===== src/rtl/gelato_ifetch_idecode_queue_if.sv =====
// Fetch-to-decode queue bus: the fetch-side push handshake, the decode-side
// pop handshake, the squash controls and the occupancy count. The queue
// itself uses the slave modport; whoever drives the fetch side, consumes the
// decode side and issues flushes uses the master modport.
interface gelato_ifetch_idecode_queue_if #(
  parameter int DEPTH                 = 4,
  parameter int ADDR_WIDTH            = 32,
  parameter int DATA_WIDTH            = 32,
  parameter int WARP_NUM_WIDTH        = 5,
  parameter int SPLIT_TABLE_NUM_WIDTH = 4
);

  localparam int CNT_W = $clog2(DEPTH + 1);

  // fetch side
  logic                             in_valid;
  logic                             in_ready;
  logic [ADDR_WIDTH-1:0]            in_pc;
  logic [WARP_NUM_WIDTH-1:0]        in_warp_num;
  logic [SPLIT_TABLE_NUM_WIDTH-1:0] in_split_table_num;
  logic [DATA_WIDTH-1:0]            in_inst;

  // decode side
  logic                             out_valid;
  logic                             out_ready;
  logic [ADDR_WIDTH-1:0]            out_pc;
  logic [WARP_NUM_WIDTH-1:0]        out_warp_num;
  logic [SPLIT_TABLE_NUM_WIDTH-1:0] out_split_table_num;
  logic [DATA_WIDTH-1:0]            out_inst;

  // squash controls
  logic                             flush_valid;
  logic [WARP_NUM_WIDTH-1:0]        flush_warp_num;
  logic                             flush_all;

  // occupancy, squashed-but-undrained slots included
  logic [CNT_W-1:0]                 count;

  modport slave (
    input  in_valid, in_pc, in_warp_num, in_split_table_num, in_inst,
    output in_ready,
    output out_valid, out_pc, out_warp_num, out_split_table_num, out_inst,
    input  out_ready,
    input  flush_valid, flush_warp_num, flush_all,
    output count
  );

  modport master (
    output in_valid, in_pc, in_warp_num, in_split_table_num, in_inst,
    input  in_ready,
    input  out_valid, out_pc, out_warp_num, out_split_table_num, out_inst,
    output out_ready,
    output flush_valid, flush_warp_num, flush_all,
    input  count
  );

endinterface


===== src/rtl/gelato_ifetch_idecode_queue.sv =====
// Circular buffer between I-Fetch and I-Decode. Each slot carries
// {pc, warp_num, split_table_num, inst} plus a live bit. Flushes clear live
// bits in place; a squashed slot reaching the head is dropped on its own
// without ever being shown to the decoder. Push-to-output latency is one
// cycle (no bypass), and at most one slot leaves per cycle.
module gelato_ifetch_idecode_queue #(
  parameter int DEPTH                 = 4,
  parameter int ADDR_WIDTH            = 32,
  parameter int DATA_WIDTH            = 32,
  parameter int WARP_NUM_WIDTH        = 5,
  parameter int SPLIT_TABLE_NUM_WIDTH = 4
) (
  input  logic                          clk,
  input  logic                          rst_n,
  gelato_ifetch_idecode_queue_if.slave  bus
);

  localparam int PTR_W = $clog2(DEPTH);
  localparam int CNT_W = $clog2(DEPTH + 1);
  localparam logic [CNT_W-1:0] FULL_CNT = CNT_W'(DEPTH);

  // What the slot at the read pointer currently represents.
  typedef enum logic [1:0] {
    HEAD_EMPTY,
    HEAD_LIVE,
    HEAD_DEAD
  } head_state_e;

  // slot storage
  logic [ADDR_WIDTH-1:0]            pc_q    [DEPTH];
  logic [ADDR_WIDTH-1:0]            pc_d    [DEPTH];
  logic [WARP_NUM_WIDTH-1:0]        warp_q  [DEPTH];
  logic [WARP_NUM_WIDTH-1:0]        warp_d  [DEPTH];
  logic [SPLIT_TABLE_NUM_WIDTH-1:0] split_q [DEPTH];
  logic [SPLIT_TABLE_NUM_WIDTH-1:0] split_d [DEPTH];
  logic [DATA_WIDTH-1:0]            inst_q  [DEPTH];
  logic [DATA_WIDTH-1:0]            inst_d  [DEPTH];
  logic [DEPTH-1:0]                 live_q;
  logic [DEPTH-1:0]                 live_d;

  // pointers and occupancy
  logic [PTR_W-1:0] rd_ptr_q, rd_ptr_d;
  logic [PTR_W-1:0] wr_ptr_q, wr_ptr_d;
  logic [CNT_W-1:0] count_q,  count_d;

  // handshake / control terms
  head_state_e head_state;
  logic        in_ready;
  logic        out_valid;
  logic        push;
  logic        pop;
  logic        dead_drop;
  logic        remove;
  logic        push_squashed;

  // Classify the head slot: nothing there, something to present, or a
  // squashed leftover that has to be drained.
  always_comb begin
    head_state = HEAD_EMPTY;
    if (count_q != '0) begin
      if (live_q[rd_ptr_q]) begin
        head_state = HEAD_LIVE;
      end else begin
        head_state = HEAD_DEAD;
      end
    end
  end

  // Handshake decode. out_valid is gated by rst_n so no pop can complete in
  // a reset cycle; a push that coincides with a matching flush still
  // completes but lands already squashed.
  always_comb begin
    in_ready      = (count_q != FULL_CNT);
    out_valid     = rst_n && (head_state == HEAD_LIVE);
    push          = bus.in_valid && in_ready;
    pop           = out_valid && bus.out_ready;
    dead_drop     = rst_n && (head_state == HEAD_DEAD);
    remove        = pop || dead_drop;
    push_squashed = bus.flush_all ||
                    (bus.flush_valid && (bus.in_warp_num == bus.flush_warp_num));
  end

  assign bus.in_ready            = in_ready;
  assign bus.out_valid           = out_valid;
  assign bus.out_pc              = pc_q[rd_ptr_q];
  assign bus.out_warp_num        = warp_q[rd_ptr_q];
  assign bus.out_split_table_num = split_q[rd_ptr_q];
  assign bus.out_inst            = inst_q[rd_ptr_q];
  assign bus.count               = count_q;

  // Next-state for storage, pointers and count. The leaving head is retired
  // first, then flushes squash whatever remains, then the incoming entry is
  // written with its own squash decision. The write slot is never occupied
  // when a push happens, so these never collide on a live entry.
  always_comb begin
    pc_d     = pc_q;
    warp_d   = warp_q;
    split_d  = split_q;
    inst_d   = inst_q;
    live_d   = live_q;
    rd_ptr_d = rd_ptr_q;
    wr_ptr_d = wr_ptr_q;
    count_d  = count_q;

    if (remove) begin
      live_d[rd_ptr_q] = 1'b0;
      rd_ptr_d         = rd_ptr_q + PTR_W'(1);
    end

    for (int i = 0; i < DEPTH; i++) begin
      if (bus.flush_all ||
          (bus.flush_valid && (warp_q[i] == bus.flush_warp_num))) begin
        live_d[i] = 1'b0;
      end
    end

    if (push) begin
      pc_d[wr_ptr_q]    = bus.in_pc;
      warp_d[wr_ptr_q]  = bus.in_warp_num;
      split_d[wr_ptr_q] = bus.in_split_table_num;
      inst_d[wr_ptr_q]  = bus.in_inst;
      live_d[wr_ptr_q]  = !push_squashed;
      wr_ptr_d          = wr_ptr_q + PTR_W'(1);
    end

    case ({push, remove})
      2'b10:   count_d = count_q + CNT_W'(1);
      2'b01:   count_d = count_q - CNT_W'(1);
      default: count_d = count_q;
    endcase
  end

  // State register with synchronous active-low reset; payloads are cleared
  // too so the output fields read zero straight out of reset.
  always_ff @(posedge clk) begin
    if (!rst_n) begin
      for (int i = 0; i < DEPTH; i++) begin
        pc_q[i]    <= '0;
        warp_q[i]  <= '0;
        split_q[i] <= '0;
        inst_q[i]  <= '0;
      end
      live_q   <= '0;
      rd_ptr_q <= '0;
      wr_ptr_q <= '0;
      count_q  <= '0;
    end else begin
      pc_q     <= pc_d;
      warp_q   <= warp_d;
      split_q  <= split_d;
      inst_q   <= inst_d;
      live_q   <= live_d;
      rd_ptr_q <= rd_ptr_d;
      wr_ptr_q <= wr_ptr_d;
      count_q  <= count_d;
    end
  end

endmodule


===== src/flat_wrapper.sv =====
// flat-port wrapper written by rule: the top's interface ports become plain ports
module gelato_ifetch_idecode_queue_flat 
#(
  parameter int DEPTH                 = 4,
  parameter int ADDR_WIDTH            = 32,
  parameter int DATA_WIDTH            = 32,
  parameter int WARP_NUM_WIDTH        = 5,
  parameter int SPLIT_TABLE_NUM_WIDTH = 4
)
  (clk, rst_n, bus_in_valid, bus_in_pc, bus_in_warp_num, bus_in_split_table_num, bus_in_inst, bus_in_ready, bus_out_valid, bus_out_pc, bus_out_warp_num, bus_out_split_table_num, bus_out_inst, bus_out_ready, bus_flush_valid, bus_flush_warp_num, bus_flush_all, bus_count);
  gelato_ifetch_idecode_queue_if #(.DEPTH(DEPTH), .ADDR_WIDTH(ADDR_WIDTH), .DATA_WIDTH(DATA_WIDTH), .WARP_NUM_WIDTH(WARP_NUM_WIDTH), .SPLIT_TABLE_NUM_WIDTH(SPLIT_TABLE_NUM_WIDTH)) bus_i ();
  input  logic clk;
  input  logic rst_n;
  input wire logic [$bits(bus_i.in_valid)-1:0] bus_in_valid;
  input wire logic [$bits(bus_i.in_pc)-1:0] bus_in_pc;
  input wire logic [$bits(bus_i.in_warp_num)-1:0] bus_in_warp_num;
  input wire logic [$bits(bus_i.in_split_table_num)-1:0] bus_in_split_table_num;
  input wire logic [$bits(bus_i.in_inst)-1:0] bus_in_inst;
  output wire logic [$bits(bus_i.in_ready)-1:0] bus_in_ready;
  output wire logic [$bits(bus_i.out_valid)-1:0] bus_out_valid;
  output wire logic [$bits(bus_i.out_pc)-1:0] bus_out_pc;
  output wire logic [$bits(bus_i.out_warp_num)-1:0] bus_out_warp_num;
  output wire logic [$bits(bus_i.out_split_table_num)-1:0] bus_out_split_table_num;
  output wire logic [$bits(bus_i.out_inst)-1:0] bus_out_inst;
  input wire logic [$bits(bus_i.out_ready)-1:0] bus_out_ready;
  input wire logic [$bits(bus_i.flush_valid)-1:0] bus_flush_valid;
  input wire logic [$bits(bus_i.flush_warp_num)-1:0] bus_flush_warp_num;
  input wire logic [$bits(bus_i.flush_all)-1:0] bus_flush_all;
  output wire logic [$bits(bus_i.count)-1:0] bus_count;
  assign bus_i.in_valid = bus_in_valid;
  assign bus_i.in_pc = bus_in_pc;
  assign bus_i.in_warp_num = bus_in_warp_num;
  assign bus_i.in_split_table_num = bus_in_split_table_num;
  assign bus_i.in_inst = bus_in_inst;
  assign bus_in_ready = bus_i.in_ready;
  assign bus_out_valid = bus_i.out_valid;
  assign bus_out_pc = bus_i.out_pc;
  assign bus_out_warp_num = bus_i.out_warp_num;
  assign bus_out_split_table_num = bus_i.out_split_table_num;
  assign bus_out_inst = bus_i.out_inst;
  assign bus_i.out_ready = bus_out_ready;
  assign bus_i.flush_valid = bus_flush_valid;
  assign bus_i.flush_warp_num = bus_flush_warp_num;
  assign bus_i.flush_all = bus_flush_all;
  assign bus_count = bus_i.count;
  gelato_ifetch_idecode_queue #(.DEPTH(DEPTH), .ADDR_WIDTH(ADDR_WIDTH), .DATA_WIDTH(DATA_WIDTH), .WARP_NUM_WIDTH(WARP_NUM_WIDTH), .SPLIT_TABLE_NUM_WIDTH(SPLIT_TABLE_NUM_WIDTH)) u_core (.clk(clk), .rst_n(rst_n), .bus(bus_i));
endmodule

===== config.mk =====
export PLATFORM = sky130hd
export DESIGN_NAME = gelato_ifetch_idecode_queue_flat
export DESIGN_NICKNAME = d
export VERILOG_FILES = /design/src/rtl/gelato_ifetch_idecode_queue_if.sv /design/src/rtl/gelato_ifetch_idecode_queue.sv /design/src/flat_wrapper.sv
export SDC_FILE = /design/constraint.sdc
export NUM_CORES = 1
export LEC_CHECK = 0
export ABC_AREA = 1
export CAP_MARGIN = 20
export CORE_UTILIZATION = 60
export CTS_BUF_LIST = sky130_fd_sc_hd__clkbuf_4 sky130_fd_sc_hd__clkbuf_8 sky130_fd_sc_hd__clkbuf_16
export CTS_CLUSTER_SIZE = 14
export DETAILED_ROUTE_END_ITERATION = 16
export PLACE_DENSITY = 0.85
export SYNTH_ARGS = -nofsm -noshare
export SYNTH_HDL_FRONTEND = slang
export SYNTH_SLANG_ARGS = --single-unit

===== constraint.sdc =====
create_clock -name clk -period 7.15 [get_ports clk]
set_input_delay 2.145 -clock clk [delete_from_list [all_inputs] [get_ports clk]]
set_output_delay 2.145 -clock clk [all_outputs]
set_load 0.01 [all_outputs]

==> results.yml, run 1 <==
die:
  die-area_sq_mm: 0.0223
  io_pins: 162
  chipHeight_um: 149
  die_w_um: 149
  rows: 53
  start_util_pct: 61.6
  core_sq_mm: 0.0212
yosys:
  syn_inst: 1848
  synth_top_area_share_pct: 46.6
  syn_area_per_cell_sq_um: 7.05
  ys_seq_area_share_pct: 46.6
  ys_warn_count: 0
  synth_seq_cells: 303
  synth_area_leaders: "dfxtp_1, nand2_1, a21oi_1"
  yosys.area.top_type: "dfxtp_1"
  mappedNetlistNets: 1942
  synth_area_sq_mm: 0.0130
  yosysUniqueCellTypes: 22
global_route:
  grt-ovfl-total: 0
  track_usage_pct: 32.4
  grt_pass1_wl_um: 58900
  grt_pass1_vias: 11900
  antenna_found_initial: 1
  grt_max_degree: 233
sta:
  fmax_mhz: 160
  worst_slew_pin_slew_ns: 1.09
  finalWorstPathRequiredPeriod_ns: 6.25
  hold_viol_final: 0
  setup_violations: 0
  clock_skew_ns: 0.0174
  period_share_pct: 87.4
  rsz0062_at_grt: "no"
  tns_ns: 0
  slew_headroom_pct: 27.6
  slew_violations: 0
pwr:
  p_switching_mw: 1.87
  p_seq_share_pct: 35.8
  ir_drop_uv: 249
  clock_power_share_pct: 29.5
  p_per_area_mw_per_mm2: 349
  combPwrFrac_pct: 34.7
  p_int_mw: 3.53
  p_leak_nw: 5.51
  switching_share_pct: 34.7
clock_network:
  clk_pin_slew_ns: 0.06
  htreeDepth: 1
  cts_root_buf: "clkbuf_16"
  cts_tree: "built"
  cts_buffers: 31
  postCtsResizedCells: 0
  cts_num_sinks: 303
  insertion_delay_ns: 0.57
  cts_buffer_depth: 3
  hold_buffers: 0
  post-cts-setup-buffers: 0
route:
  drt_iter0_drc: 1314
  drc: 0
  wirelength_um: 36900
  wire_per_inst_um: 16.6
  firstDrtPassIters: 7
  ant_nets: 0
  avgViaCountPerCell: 5.89
  vias: 13000
final_layout:
  mostFrequentLayoutCells: "nand2_1, a21oi_1, dfxtp_1, o21ai_0, clkdlybuf4s50_1"
  drive_gt1_share_pct: 4.59
  nets: 2009
  syn_to_final_growth_pct: 18.7
  final_cell_area_sq_mm: 0.0155
  final_common_cell: "nand2_1"
  utilization_pct: 73.1
  n_fill_cell: 1724
outcome:
  status: "completed"
worst_setup_path:
  cp_top_family: "buffers and inverters"
  crit_required_ns: 5.01
  path_cells: "clkdlybuf4s50_1 -> inv_8 -> a21oi_1 -> and3_1 -> clkdlybuf4s50_1"
  cpPeakStageDelay_ns: 0.59
  startpoint_type: "input pin"
  slowest_stage: "clkdlybuf4s50_1"
  critical_path_class: "input pin to primary output"
  cp_num_buf_inv: 3
  crit_path_end_kind: "primary output"
  crit_top_cell: "clkdlybuf4s50_1"
  critPathMaxFanout: 51
  arrival_ns: 4.11
place:
  place_hpwl_um: 19100
  port_buffers: 161
  dpl_cell_area_sq_mm: 0.0144
  place.gp.congestion: 0.907
hold_path:
  hp-class: "flop to flop"
flow_run:
  maxCapViolCount: 0
==> layer usage <==
metal  GRT usage (%)  share of wire (%)  vias up
met3            5.41                8.9       85
met5               0                  0        -
met1            41.8                 41     6124
li1                -                  -     6226
met2            54.1                 47      607
met4            12.2                2.7        0
==> power groups by stage <==
stage | combinational [mW] | sequential [mW] | clock [mW]
2_1_floorplan | 1.09 | 1.92 | 0
3_3_place_gp | 1.81 | 1.96 | 0
3_5_place_dp | 1.84 | 1.96 | 0
4_1_cts | 1.85 | 1.93 | 1.60
5_1_grt | 2.03 | 1.95 | 1.68
6_report | 1.87 | 1.93 | 1.59
==> worst min-delay path, stage by stage (launching register included) <==
cell,delay [ns]
dfxtp_1,0.31
nand2_1,0.06
a21oi_1,0.05
==> flip-flops by register name, summed over array words and instances, names as in the netlist <==
signal,cells
u_core.pc_q,128
u_core.split_q,16
u_core.inst_q,128
u_core.live_q,4
u_core.bus.count,3
u_core.warp_q,20
u_core.rd_ptr_q,2
u_core.wr_ptr_q,2
==> synth_stat cells (all sizes together) <==
| library cell | n |
|---|---|
| a21oi | 317 |
| and3 | 1 |
| o22ai | 69 |
| dfxtp | 303 |
| ha | 9 |
| inv | 38 |
| nand2 | 591 |
| clkinv | 1 |
| o21ai | 186 |
| buf | 79 |
| fa | 1 |
| nand3 | 28 |
| clkbuf | 64 |
| nor2 | 161 |
==> layout make-up <==
class,instances,area [sq um],share of cell area [%]
repair buffers,177,1740,11.3
well taps,275,344,2.23
clock buffers,46,951,6.15
flip-flops and latches,303,6070,39.3
multi-input cells,1363,6120,39.6
clock inverters,10,73.8,0.477
diodes,1,2.50,0.0162
inverters,39,159,1.03
==> cells by family (layout without fill, tap and decap cells) <==
family	count (synthesis)	count (layout)	synth area share, %
simple gates	781	781	23.1
other cells	0	1	0
fa+ha+maj	10	10	1.02
buf+inv	182	272	6.68
flops	303	303	46.6
compound gates	572	572	22.6
==> final timing paths <==
check	depth (start not counted)	slack, ns	from	to
setup / recovery	5	0.90	rst_n	bus_out_valid
hold / removal	2	0.46	u_core.inst_q[61]	u_core.inst_q[61]
setup reg to reg	12	3.85	u_core.rd_ptr_q[0]	u_core.bus.count[1]
hold reg to reg	2	0.46	u_core.inst_q[61]	u_core.inst_q[61]
==> through the flow <==
stage | hold WS (ns) | instances | total power [mW] | worst slack (ns)
global route | 0.476 | 2213 | 5.66 | 0.814
floorplan | 0.440 | 1848 | 3.01 | 2.27
detailed placement | 0.452 | 2157 | 3.80 | 0.925
finish | 0.461 | 2214 | 5.40 | 0.899
global placement | 0.448 | 2157 | 3.77 | 0.980
CTS | 0.461 | 2213 | 5.39 | 0.918
Power figures use the tool's default switching activity.
==> run 2: changes to the inputs <==
--- a/config.mk
+++ b/config.mk
@@ -15,3 +15,4 @@
 export SYNTH_ARGS = -nofsm -noshare
 export SYNTH_HDL_FRONTEND = slang
 export SYNTH_SLANG_ARGS = --single-unit
+export TNS_END_PERCENT = 50
==> results of run 2 <==
The final DEF is identical to that of run 1; final timing and power are the same.
==> run 3: changes to the inputs <==
--- a/config.mk
+++ b/config.mk
@@ -6,7 +6,6 @@
 export NUM_CORES = 1
 export LEC_CHECK = 0
 export ABC_AREA = 1
-export CAP_MARGIN = 20
 export CORE_UTILIZATION = 60
 export CTS_BUF_LIST = sky130_fd_sc_hd__clkbuf_4 sky130_fd_sc_hd__clkbuf_8 sky130_fd_sc_hd__clkbuf_16
 export CTS_CLUSTER_SIZE = 14
==> results of run 3 <==
The final DEF is identical to that of run 1; final timing and power are the same.
